## src/rtl/qdec_pkg.sv

```systemverilog
// Shared quadrature decode definitions: Gray-code state names, step result payload and the step classifier.
package qdec_pkg;

  localparam logic [1:0] QST_00 = 2'b00;
  localparam logic [1:0] QST_01 = 2'b01;
  localparam logic [1:0] QST_11 = 2'b11;
  localparam logic [1:0] QST_10 = 2'b10;

  localparam int unsigned STAB_W = 4;

  typedef struct packed {
    logic valid;
    logic up;
    logic illegal;
  } qdec_step_t;

  // Classify a filtered {B,A} transition; forward order is 00->01->11->10->00.
  function automatic qdec_step_t qdec_step(input logic [1:0] prev, input logic [1:0] cur);
    qdec_step_t s;
    logic [1:0] fwd;
    s = '0;
    case (prev)
      QST_00:  fwd = QST_01;
      QST_01:  fwd = QST_11;
      QST_11:  fwd = QST_10;
      default: fwd = QST_00;
    endcase
    if ((prev ^ cur) == 2'b11) begin
      s.illegal = 1'b1;
    end else if (prev != cur) begin
      s.valid = 1'b1;
      s.up    = (cur == fwd);
    end
    return s;
  endfunction

endpackage

```

## src/rtl/qdec_channel.sv

```systemverilog
// One quadrature channel: 2-flop sync, stability filter, registered decode and wrap/saturate counter
// with sticky overflow and illegal-transition flags.
module qdec_channel
  import qdec_pkg::*;
#(
  parameter int unsigned CNT_W    = 8,
  parameter int unsigned FILT_LEN = 4,
  parameter int unsigned INIT     = 128,
  parameter int unsigned SAT      = 0
) (
  input  logic             clk_62p5mhz,
  input  logic             reset_,
  input  logic             quad_a,
  input  logic             quad_b,
  input  logic             clr,
  output logic [CNT_W-1:0] cnt,
  output logic             dir,
  output logic             ovf,
  output logic             err
);

  localparam logic [CNT_W-1:0]  CNT_MAX   = '1;
  localparam logic [CNT_W-1:0]  CNT_INIT  = CNT_W'(INIT);
  localparam logic [STAB_W-1:0] STAB_LAST = STAB_W'(FILT_LEN - 1);
  localparam bit                SAT_MODE  = (SAT != 0);

  logic [1:0]        sync1, sync2, sync_prev, filt, filt_d;
  logic [STAB_W-1:0] stab, stab_nxt;
  qdec_step_t        step_q;
  logic [CNT_W-1:0]  cnt_nxt;
  logic              ovf_hit;

  // stab counts consecutive samples of the current synced value (0 = first sample)
  always_comb begin
    stab_nxt = stab;
    if (sync2 != sync_prev) begin
      stab_nxt = '0;
    end else if (stab != STAB_LAST) begin
      stab_nxt = stab + STAB_W'(1);
    end
  end

  always_ff @(posedge clk_62p5mhz or negedge reset_) begin
    if (!reset_) begin
      sync1     <= '0;
      sync2     <= '0;
      sync_prev <= '0;
      stab      <= '0;
      filt      <= QST_00;
      filt_d    <= QST_00;
      step_q    <= '0;
    end else begin
      sync1     <= {quad_b, quad_a};
      sync2     <= sync1;
      sync_prev <= sync2;
      stab      <= stab_nxt;
      if (stab_nxt == STAB_LAST) begin
        filt <= sync2;
      end
      filt_d    <= filt;
      step_q    <= qdec_step(filt_d, filt);
    end
  end

  // Next counter value for the registered step, clipping or wrapping at the ends
  always_comb begin
    cnt_nxt = cnt;
    ovf_hit = 1'b0;
    if (step_q.up) begin
      if (cnt == CNT_MAX) begin
        ovf_hit = 1'b1;
        cnt_nxt = SAT_MODE ? CNT_MAX : '0;
      end else begin
        cnt_nxt = cnt + CNT_W'(1);
      end
    end else begin
      if (cnt == '0) begin
        ovf_hit = 1'b1;
        cnt_nxt = SAT_MODE ? '0 : CNT_MAX;
      end else begin
        cnt_nxt = cnt - CNT_W'(1);
      end
    end
  end

  always_ff @(posedge clk_62p5mhz or negedge reset_) begin
    if (!reset_) begin
      cnt <= CNT_INIT;
      dir <= 1'b0;
      ovf <= 1'b0;
      err <= 1'b0;
    end else if (clr) begin
      cnt <= CNT_INIT;
      ovf <= 1'b0;
      err <= 1'b0;
    end else begin
      if (step_q.valid) begin
        cnt <= cnt_nxt;
        dir <= step_q.up;
        if (ovf_hit) begin
          ovf <= 1'b1;
        end
      end
      if (step_q.illegal) begin
        err <= 1'b1;
      end
    end
  end

endmodule

```

## src/rtl/quad_decoder_array.sv

```systemverilog
// NCH-channel quadrature decoder array with a shared snapshot bank so all channels are captured
// in the same cycle.
module quad_decoder_array
  import qdec_pkg::*;
#(
  parameter int unsigned NCH      = 2,
  parameter int unsigned CNT_W    = 8,
  parameter int unsigned FILT_LEN = 4,
  parameter int unsigned INIT     = 128,
  parameter int unsigned SAT      = 0
) (
  input  logic                 clk_62p5mhz,
  input  logic                 reset_,
  input  logic [NCH-1:0]       quad_a,
  input  logic [NCH-1:0]       quad_b,
  input  logic [NCH-1:0]       clr,
  input  logic                 snap,
  output logic [NCH*CNT_W-1:0] cnt_live,
  output logic [NCH*CNT_W-1:0] cnt_snap,
  output logic [NCH-1:0]       dir,
  output logic [NCH-1:0]       ovf,
  output logic [NCH-1:0]       err
);

  for (genvar i = 0; i < NCH; i++) begin : g_ch
    qdec_channel #(
      .CNT_W   (CNT_W),
      .FILT_LEN(FILT_LEN),
      .INIT    (INIT),
      .SAT     (SAT)
    ) u_ch (
      .clk_62p5mhz(clk_62p5mhz),
      .reset_     (reset_),
      .quad_a     (quad_a[i]),
      .quad_b     (quad_b[i]),
      .clr        (clr[i]),
      .cnt        (cnt_live[i*CNT_W +: CNT_W]),
      .dir        (dir[i]),
      .ovf        (ovf[i]),
      .err        (err[i])
    );
  end

  // Snapshot samples the pre-update live counters, so same-cycle steps/clears are excluded
  always_ff @(posedge clk_62p5mhz or negedge reset_) begin
    if (!reset_) begin
      cnt_snap <= {NCH{CNT_W'(INIT)}};
    end else if (snap) begin
      cnt_snap <= cnt_live;
    end
  end

endmodule

```

## config.mk

```make
export PLATFORM = sky130hd
export DESIGN_NAME = quad_decoder_array
export DESIGN_NICKNAME = d
export VERILOG_FILES = /design/src/rtl/qdec_pkg.sv /design/src/rtl/qdec_channel.sv /design/src/rtl/quad_decoder_array.sv
export SDC_FILE = /design/constraint.sdc
export NUM_CORES = 1
export LEC_CHECK = 0
export BUFFER_PORTS_ARGS = -buffer_cell sky130_fd_sc_hd__buf_2
export CAP_MARGIN = 20
export CORE_MARGIN = 4
export CORE_UTILIZATION = 52
export DETAILED_ROUTE_END_ITERATION = 16
export GPL_ROUTABILITY_DRIVEN = 0
export HOLD_SLACK_MARGIN = 0.15
export PLACE_DENSITY = 0.86
export SYNTH_ARGS = -nofsm -noshare
export SYNTH_HDL_FRONTEND = slang
export SYNTH_SLANG_ARGS = --single-unit
```

## constraint.sdc

```tcl
create_clock -name clk_62p5mhz -period 1.9 [get_ports clk_62p5mhz]
set_input_delay 0.19 -clock clk_62p5mhz [delete_from_list [all_inputs] [get_ports clk_62p5mhz]]
set_output_delay 0.19 -clock clk_62p5mhz [all_outputs]
set_load 0.005 [all_outputs]
```

==> results of run 1 <==
layer usage:
metal,GRT usage (%),vias up,share of wire [%]
met5,0,-,0
met4,9.04,0,1.7
met3,3.98,13,5.6
met2,30.2,96,50
met1,24.5,1390,43
li1,-,1332,-
report_power, final:
| group | leakage (nW) | switching, mW | internal [mW] | total [mW] |
|---|---|---|---|---|
| Sequential | 0.914 | 0.543 | 2.07 | 2.61 |
| Clock | 0.108 | 0.535 | 0.702 | 1.24 |
| Combinational | 1.02 | 1.65 | 1.56 | 3.21 |
| Total | 2.04 | 2.73 | 4.33 | 7.06 |
worst max-delay path, stage by stage (launching register included):
cell and delay [ns]:
dfrtp_1 0.41, ha_1 0.20, nor2b_1 0.17, nor3b_2 0.15, a32oi_1 0.07, or3_1 0.35
mux2_1 0.32
path summary, 6_finish.rpt:
path                                               endpoint  depth (start not counted)                       startpoint  slack (ns)
setup / recovery           g_ch[1].u_ch.filt[1]$_DFFE_PN0N_                          6   g_ch[1].u_ch.stab[1]$_DFF_PN0_        0.11
hold / removal                 g_ch[0].u_ch.ovf$_DFFE_PN0P_                          2                           clr[0]        0.19
setup reg to reg           g_ch[1].u_ch.filt[1]$_DFFE_PN0N_                          6   g_ch[1].u_ch.stab[1]$_DFF_PN0_        0.11
hold reg to reg             g_ch[1].u_ch.sync2[0]$_DFF_PN0_                          0  g_ch[1].u_ch.sync1[0]$_DFF_PN0_        0.35
max in group asynchronous          cnt_snap[15]$_DFFE_PN1P_                          3                           reset_        1.17
min in group asynchronous   g_ch[0].u_ch.cnt[2]$_DFFE_PN0P_                          3                           reset_        0.40
kinds of logic after synthesis:
group | Yosys count | synth area share, %
DFF | 72 | 48.4
adders and majority gates | 12 | 4.02
and+or+nand+nor | 110 | 16.2
muxes | 27 | 7.98
AOI/OAI and AO/OA | 63 | 11.2
buffers and inverters | 40 | 6.74
xor gates and xnor gates | 23 | 5.40
flip-flops by register name (all words and copies together), names as in the netlist:
name / flops
cnt_snap: 16
g_ch.u_ch.cnt: 16
g_ch.u_ch.dir: 2
g_ch.u_ch.err: 2
g_ch.u_ch.filt: 4
g_ch.u_ch.filt_d: 4
g_ch.u_ch.ovf: 2
g_ch.u_ch.stab: 8
g_ch.u_ch.step_q: 6
g_ch.u_ch.sync1: 4
g_ch.u_ch.sync2: 4
g_ch.u_ch.sync_prev: 4
cells in the mapped netlist (all sizes together), types with 2 or more instances:
library cell / count
a21oi: 20
a22o: 3
a31oi: 5
a32oi: 2
and3: 2
and4: 2
buf: 15
clkbuf: 10
dfrtp: 68
dfstp: 4
ha: 12
inv: 13
mux2: 22
mux2i: 5
nand2: 21
nand2b: 4
nand3: 10
nand3b: 2
nand4: 2
nand4b: 2
nor2: 32
nor2b: 4
nor3: 12
nor3b: 2
nor4: 3
nor4b: 3
o211ai: 3
o21a: 3
o21ai: 7
o22ai: 4
o31ai: 6
or3: 6
xnor2: 10
xor2: 13
final cells by class:
cell class	count	area [µm²]
fillers	558	2500
flip-flops and latches	72	1810
multi-input cells	235	1700
repair buffers	75	475
clock buffers	12	165
well taps	96	120
inverters	14	52.6
clock inverters	3	40.0
metrics by stage:
stage,setup slack [ns],total power [mW],setup TNS [ns]
final,0.113,7.06,0
after global routing,-0.0177,7.64,-0.0208
after CTS,0.0563,6.99,0
after detailed placement,0.0948,5.70,0
after global placement,0.146,5.53,0
after floorplan,0.0750,4.84,0
timing repair:
item | 4_1_cts | 5_1_grt
endpoints found under the setup margin | 0 | 5
endpoints found under the hold margin | 75 | 0
setup buffers | 0 | 4
hold buffers | 6 | 0
resized for setup | 0 | 11
==> flow_summary.ini, run 1 <==
[sta]
hold_viol = 0
drv_slew = 0
fin_hold_ws_ns = 0.185
setup_viol = 0
clock_skew_ns = 0.00952
period_minus_slack_ns = 1.79
rsz0062_at_grt = yes
finalCritPeriodShare_pct = 94.0
max_freq_mhz = 560
maxSlewHeadroom_pct = 69.7
tightest_slew_ns = 0.450

[setup_path]
crit_fanout = 4
worstPathRequired_ns = 2.12
crit_type = reg -> reg
crit_arrival_ns = 2.01
critPathLaunchType = flop
cp-end-kind = flop

[route]
route.detailed.drc = 0
drt-initial-drc-count = 169
vias = 2831
wl_um = 7510
drt-pass1-iter-count = 7
wire_per_inst_um = 14.8
vias_per_cell = 5.58
postRouteAntennaNets = 0

[synthesis]
yosysUniqueCellTypes = 65
synth_seq_cells = 72
synth-seq-area-share_pct = 48.4
post-synth-top-area-fraction_pct = 45.6
syn_avg_cell_area_um2 = 10.8
synth_area_leaders = dfrtp_1 (46%), mux2_2 (5.1%), ha_1 (4.0%)
synth_edf_count = 0
syn_nets = 368
postSynthCellCount = 347
yosys.area.top_type = dfrtp_1
yosys_warnings = 0
synthFlopType = dfrtp_1
async_flop_share_pct = 100
synth_area_mm2 = 0.00373

[placed_design]
hpwlAfterDp_um = 5110
placed_area_mm2 = 0.00404
place_inst = 482
port_buffers = 46

[floorplanning]
fp.dieW_um = 92.7
die_area_mm2 = 0.00860
start_util_pct = 54.3
io_pins = 47
coreArea_mm2 = 0.00687
row_count = 30
die_h_um = 92.7

[cts]
tritoncts = yes
cts_num_sinks = 72
worstSkewPairLatency_ns = 0.34
cts_buffer_depth = 2
h-tree-depth = 3
clkTransAtPathRegs_ns = 0.07
cts-root-buf = clkbuf_8
cts-buffers-inserted = 9

[finish]
mostFrequentLayoutCells = dfrtp_1 (66), buf_2 (46), nor2_1 (31), buf_4 (22), nand2_1 (21)
diodes = 0
finalNetCount = 428
final_cell_count_no_fill = 507
drive_gt1_share_pct = 31.4
final_common_cell = dfrtp_1
stdcell_area_mm2 = 0.00437
synthToLayoutAreaGrowth_pct = 17.0
final_util_pct = 63.6

[power]
p_per_area_mw_per_mm2 = 1620
irDropWorstVdd_mv = 0.486
p_leak_nw = 2.04

[outcome]
run_status = finished clean

[global_route]
grt_pass1_vias = 2852
antenna_found_initial = 0
grt_usage_pct = 18.9
grt-ovfl-total = 0
grt_pass1_wl_um = 13100
grt_max_degree = 73

[run]
cap_violations = 0

[hold_path]
hold_class = in -> reg
Power figures use the tool's default switching activity.
==> run 2, diff against run 1 <==
Settings changed: CAP_MARGIN 20 to 40, CORE_MARGIN 4 to 8, CORE_UTILIZATION 52 to 42, PLACE_DENSITY 0.86 to 0.73.
==> run 2 against run 1 <==
  * Highest routed layer unchanged
  * Combinational power increased by 2%
  * Critical endpoint unchanged
  * Maximum frequency decreased by 2.0%
  * Register-to-register slack got worse by 0.04 ns
  * Setup slack got worse by 0.036 ns
  * Sequential share of layout area decreased by 0.39 points
  * Final cell count increased by 3.0%
  * Final area increased by 0.80%
  * Die area increased by 41%
  * Routed wire length increased by 9.2%
  * First-iteration DRC count decreased by 32%
==> flow_summary.ini, run 2 (synthesis gave the netlist of run 1 again) <==
[outcome]
run_status = finished clean

[floorplanning]
row_count = 34
die_area_mm2 = 0.0122
coreArea_mm2 = 0.00868
fp.dieW_um = 110
io_pins = 47
start_util_pct = 43.0
die_h_um = 110

[setup_path]
crit_arrival_ns = 2.06
r2r_slack_ns = 0.08
crit_type = reg -> reg
worstPathRequired_ns = 2.14
critPathLaunchType = flop
crit_fanout = 4
cp-end-kind = flop

[global_route]
grt-ovfl-total = 0
grt_usage_pct = 14.1
grt_pass1_wl_um = 13500
grt_pass1_vias = 2899
antenna_found_initial = 0
grt_max_degree = 73

[finish]
drive_gt1_share_pct = 31.4
diodes = 0
seqCellArea_mm2 = 0.00181
final_common_cell = dfrtp_1
multi_input_area_mm2 = 0.00171
synthToLayoutAreaGrowth_pct = 17.9
largestRegisters = cnt_snap x16, g_ch.u_ch.cnt x16, g_ch.u_ch.stab x8
mostFrequentLayoutCells = dfrtp_1 (68), buf_2 (46), nor2_1 (31), buf_4 (24), nand2_1 (21)
finalNetCount = 430
fill_cells = 782
final_util_pct = 50.7

[route]
wl_um = 8200
wire_per_inst_um = 15.7
route.detailed.drc = 0
drt-initial-drc-count = 115
drt-pass1-iter-count = 4
vias = 2847
vias_per_cell = 5.45
postRouteAntennaNets = 0

[cts]
tritoncts = yes
h-tree-depth = 3
cts_num_sinks = 72
cts_buffer_depth = 2
worstSkewPairLatency_ns = 0.36
cts-buffers-inserted = 9
clkTransAtPathRegs_ns = 0.08
cts-root-buf = clkbuf_8

[power]
p_per_area_mw_per_mm2 = 1620
p_leak_nw = 2.05
irDropWorstVdd_mv = 0.542

[run]
cap_violations = 0

[placed_design]
hpwlAfterDp_um = 5700
port_buffers = 46

[sta]
drv_slew = 0
max_freq_mhz = 549
setup_viol = 0
tightest_slew_ns = 0.461
tns_ns = 0
rsz0062_at_grt = no
maxSlewHeadroom_pct = 69.0
clock_skew_ns = 0.00902
finalCritPeriodShare_pct = 95.9
hold_viol = 0
period_minus_slack_ns = 1.82

[hold_path]
hold_class = in -> reg
-- run 2: changes by cell type in the layout (fill, tap and decap cells not counted), moves of 2 or more --
cell / delta
dfrtp_2: -2
buf_4: +2
clkbuf_8: -2
clkinvlp_4: +2
dfrtp_1: +2
-- run 2: worst max-delay path: stages (launching register included) --
cell	delay, ns
dfrtp_1	0.41
ha_1	0.19
nor2b_1	0.17
nor3b_2	0.19
a32oi_1	0.07
or3_1	0.36
mux2_1	0.32
-- run 2: layer usage --
metal | track usage (%) | share of wire [%]
met2 | 24.2 | 51
met4 | 6.66 | 1.2
met1 | 15.4 | 40
met5 | 0 | 0
met3 | 4.48 | 8.1
-- run 2: layout make-up --
| type | instances | area share (%) |
|---|---|---|
| clock buffers | 10 | 3.13 |
| well taps | 108 | 3.07 |
| flip-flops and latches | 72 | 41.0 |
| multi-input cells | 235 | 38.9 |
| repair buffers | 77 | 11.1 |
| inverters | 14 | 1.19 |
| clock inverters | 6 | 1.53 |
-- run 2: power by group --
part / total (mW) / switching [mW] / internal (mW)
registers: 2.57 / 0.505 / 2.06
clock network: 1.26 / 0.611 / 0.646
logic: 3.29 / 1.72 / 1.57
total: 7.11 / 2.84 / 4.28
-- run 2: repair_timing --
action | 4_1_cts | 5_1_grt
buffers inserted | 0 | 4
hold buffers | 6 | 0
endpoints found under the hold margin | 75 | 0
setup endpoints to repair | 0 | 5
gates resized for setup | 0 | 10
-- run 2: path summary, 6_finish.rpt --
path,from,endpoint,depth (start not counted)
min in group asynchronous,reset_,cnt_snap[5]$_DFFE_PN0P_,3
worst max-delay path,g_ch[1].u_ch.stab[1]$_DFF_PN0_,g_ch[1].u_ch.filt[1]$_DFFE_PN0N_,6
max in group asynchronous,reset_,g_ch[0].u_ch.cnt[7]$_DFFE_PN1P_,3
worst min register to register,g_ch[0].u_ch.sync1[0]$_DFF_PN0_,g_ch[0].u_ch.sync2[0]$_DFF_PN0_,0
worst min-delay path,clr[0],g_ch[0].u_ch.cnt[6]$_DFFE_PN0P_,2
worst max register to register,g_ch[1].u_ch.stab[1]$_DFF_PN0_,g_ch[1].u_ch.filt[1]$_DFFE_PN0N_,6
-- run 2: per-stage QoR --
stage / cells / hold slack (ns) / instance area [µm²] / worst slack, ns / total power [mW]
after global routing: 522 / 0.171 / 4400 / 0.00439 / 7.68
after CTS: 518 / 0.160 / 4330 / 0.0241 / 7.08
after detailed placement: 496 / 0.251 / 4070 / 0.0376 / 5.79
after global placement: 496 / 0.245 / 4070 / 0.147 / 5.63
final: 522 / 0.185 / 4400 / 0.0775 / 7.11
after floorplan: 347 / -0.106 / 3730 / 0.0750 / 4.84
==> run 3, diff against run 2 <==
Settings changed: REMOVE_ABC_BUFFERS set to 1.
==> run 3 against run 2 <==
  * Critical path depth is the same
  * Final cell count shrank 0.38%
  * Routed wire length shrank 2.8%
  * First-iteration DRC count grew 30%
  * Global-route usage shrank 0.49 points
  * Critical path type unchanged
  * Largest cell class unchanged
==> flow_summary.ini, run 3 (synthesis gave the netlist of run 1 again) <==
[outcome]
run_status = finished clean

[sta]
maxSlewHeadroom_pct = 56.3
tightest_slew_ns = 0.649
hold_viol = 0
period_minus_slack_ns = 1.82
setup_viol = 0
tns_ns = 0
max_freq_mhz = 551
clock_skew_ns = 0.0105
finalCritPeriodShare_pct = 95.6
drv_slew = 0

[route]
vias = 2761
drt-initial-drc-count = 150
drt-pass1-iter-count = 4
vias_per_cell = 5.31
route.detailed.drc = 0
postRouteAntennaNets = 0
wire_per_inst_um = 15.3
wl_um = 7970

[setup_path]
critPathSlowestCell = dfrtp_1
critical-path-max-stage-delay_ns = 0.39
worstSetupPathDepth = 6
r2r_slack_ns = 0.08
critPathLaunchType = flop
cp_top_family = simple AND/OR/NAND/NOR gates
crit_type = reg -> reg
reg2reg_from = g_ch[1].u_ch.stab[0]$_DFF_PN0_
worstPathRequired_ns = 2.14
rr_endpoint = g_ch[1].u_ch.filt[0]$_DFFE_PN0N_
crit_arrival_ns = 2.05
crit_fanout = 4
cp-end-kind = flop
rr_worst_depth = 6
cp_cell_sequence = ha_1 > nor2b_2 > nor3b_2 > a32oi_1 > or3_4 > mux2_1
cp.buffers_inverters = 0

[floorplanning]
fp.dieW_um = 110
start_util_pct = 43.0
die_h_um = 110
coreArea_mm2 = 0.00868
row_count = 34
io_pins = 47
die_area_mm2 = 0.0122

[hold_path]
worstHoldPathCells = 2
min_to = g_ch[0].u_ch.cnt[1]$_DFFE_PN0P_
hold_class = in -> reg
min-delay-start = clr[0]

[finish]
final_common_cell = dfrtp_1
final_cell_count_no_fill = 520
finalNetCount = 428
drive_gt1_share_pct = 30.8
diodes = 0
mostFrequentLayoutCells = dfrtp_1 (67), buf_2 (46), nor2_1 (32), buf_4 (22), nand2_1 (21)
largestRegisters = cnt_snap x16, g_ch.u_ch.cnt x16, g_ch.u_ch.stab x8
synthToLayoutAreaGrowth_pct = 17.8

[cts]
cts-root-buf = clkbuf_8
h-tree-depth = 3
clkTransAtPathRegs_ns = 0.08
worstSkewPairLatency_ns = 0.36
cts_buffer_depth = 2
tritoncts = yes
cts-buffers-inserted = 9
cts_num_sinks = 72

[global_route]
antenna_found_initial = 0
grt_pass1_vias = 2740
grt_usage_pct = 13.6
grt-ovfl-total = 0
grt_pass1_wl_um = 13000
grt_max_degree = 73

[run]
cap_violations = 0

[power]
p_leak_nw = 2.05
p_per_area_mw_per_mm2 = 1620
irDropWorstVdd_mv = 0.532

[placed_design]
place_inst = 495
hpwlAfterDp_um = 5310
port_buffers = 46
==> run 3: worst max path at each step <==
stage	startpoint	endpoint
detailed placement	g_ch[1].u_ch.stab[1]$_DFF_PN0_	g_ch[1].u_ch.filt[0]$_DFFE_PN0N_
global placement	g_ch[1].u_ch.stab[1]$_DFF_PN0_	g_ch[1].u_ch.filt[1]$_DFFE_PN0N_
global route	g_ch[0].u_ch.cnt[1]$_DFFE_PN0P_	g_ch[0].u_ch.cnt[6]$_DFFE_PN0P_
CTS	g_ch[0].u_ch.stab[1]$_DFF_PN0_	g_ch[0].u_ch.filt[1]$_DFFE_PN0N_
finish	g_ch[1].u_ch.stab[0]$_DFF_PN0_	g_ch[1].u_ch.filt[0]$_DFFE_PN0N_
floorplan	g_ch[1].u_ch.stab[0]$_DFF_PN0_	g_ch[1].u_ch.filt[0]$_DFFE_PN0N_
==> run 3: where the power goes <==
part | switching (mW) | total [mW] | internal, mW
clock network | 0.598 | 1.34 | 0.741
logic | 1.65 | 3.19 | 1.54
registers | 0.518 | 2.58 | 2.06
total | 2.76 | 7.11 | 4.35
==> run 3: cell type report <==
type                    count  area, µm²
fillers                   782       4280
flip-flops and latches     72       1810
multi-input cells         235       1710
repair buffers             75        475
well taps                 108        135
clock buffers              11        131
clock inverters             5       81.3
inverters                  14       52.6
==> run 3: repair_timing <==
action                     in CTS  in global routing
buffers inserted                0                  3
hold buffers                    6                  0
hold endpoints to repair       75                  0
setup endpoints to repair       0                  8
resized for setup               0                 11
==> run 3: stage by stage <==
step           utilization, %  hold slack [ns]  setup WS [ns]  power [mW]  cell area, µm²
2_1_floorplan               -           -0.106          0.149        4.54            3530
3_3_place_gp             46.8            0.244          0.150        5.60            4060
3_5_place_dp             46.8            0.250         0.0735        5.72            4060
4_1_cts                  49.9            0.156         0.0238        7.13            4330
5_1_grt                  50.7            0.182        -0.0175        7.68            4400
6_report                 50.7            0.171         0.0843        7.11            4400
==> run 3: per-layer routing <==
| metal | track usage (%) | wire length, µm | share of wire [%] |
|---|---|---|---|
| met3 | 3.95 | 538 | 6.7 |
| met4 | 5.61 | 112 | 1.4 |
| met2 | 22.3 | 3890 | 49 |
| met1 | 16.3 | 3430 | 43 |
| met5 | 0 | 0 | 0 |
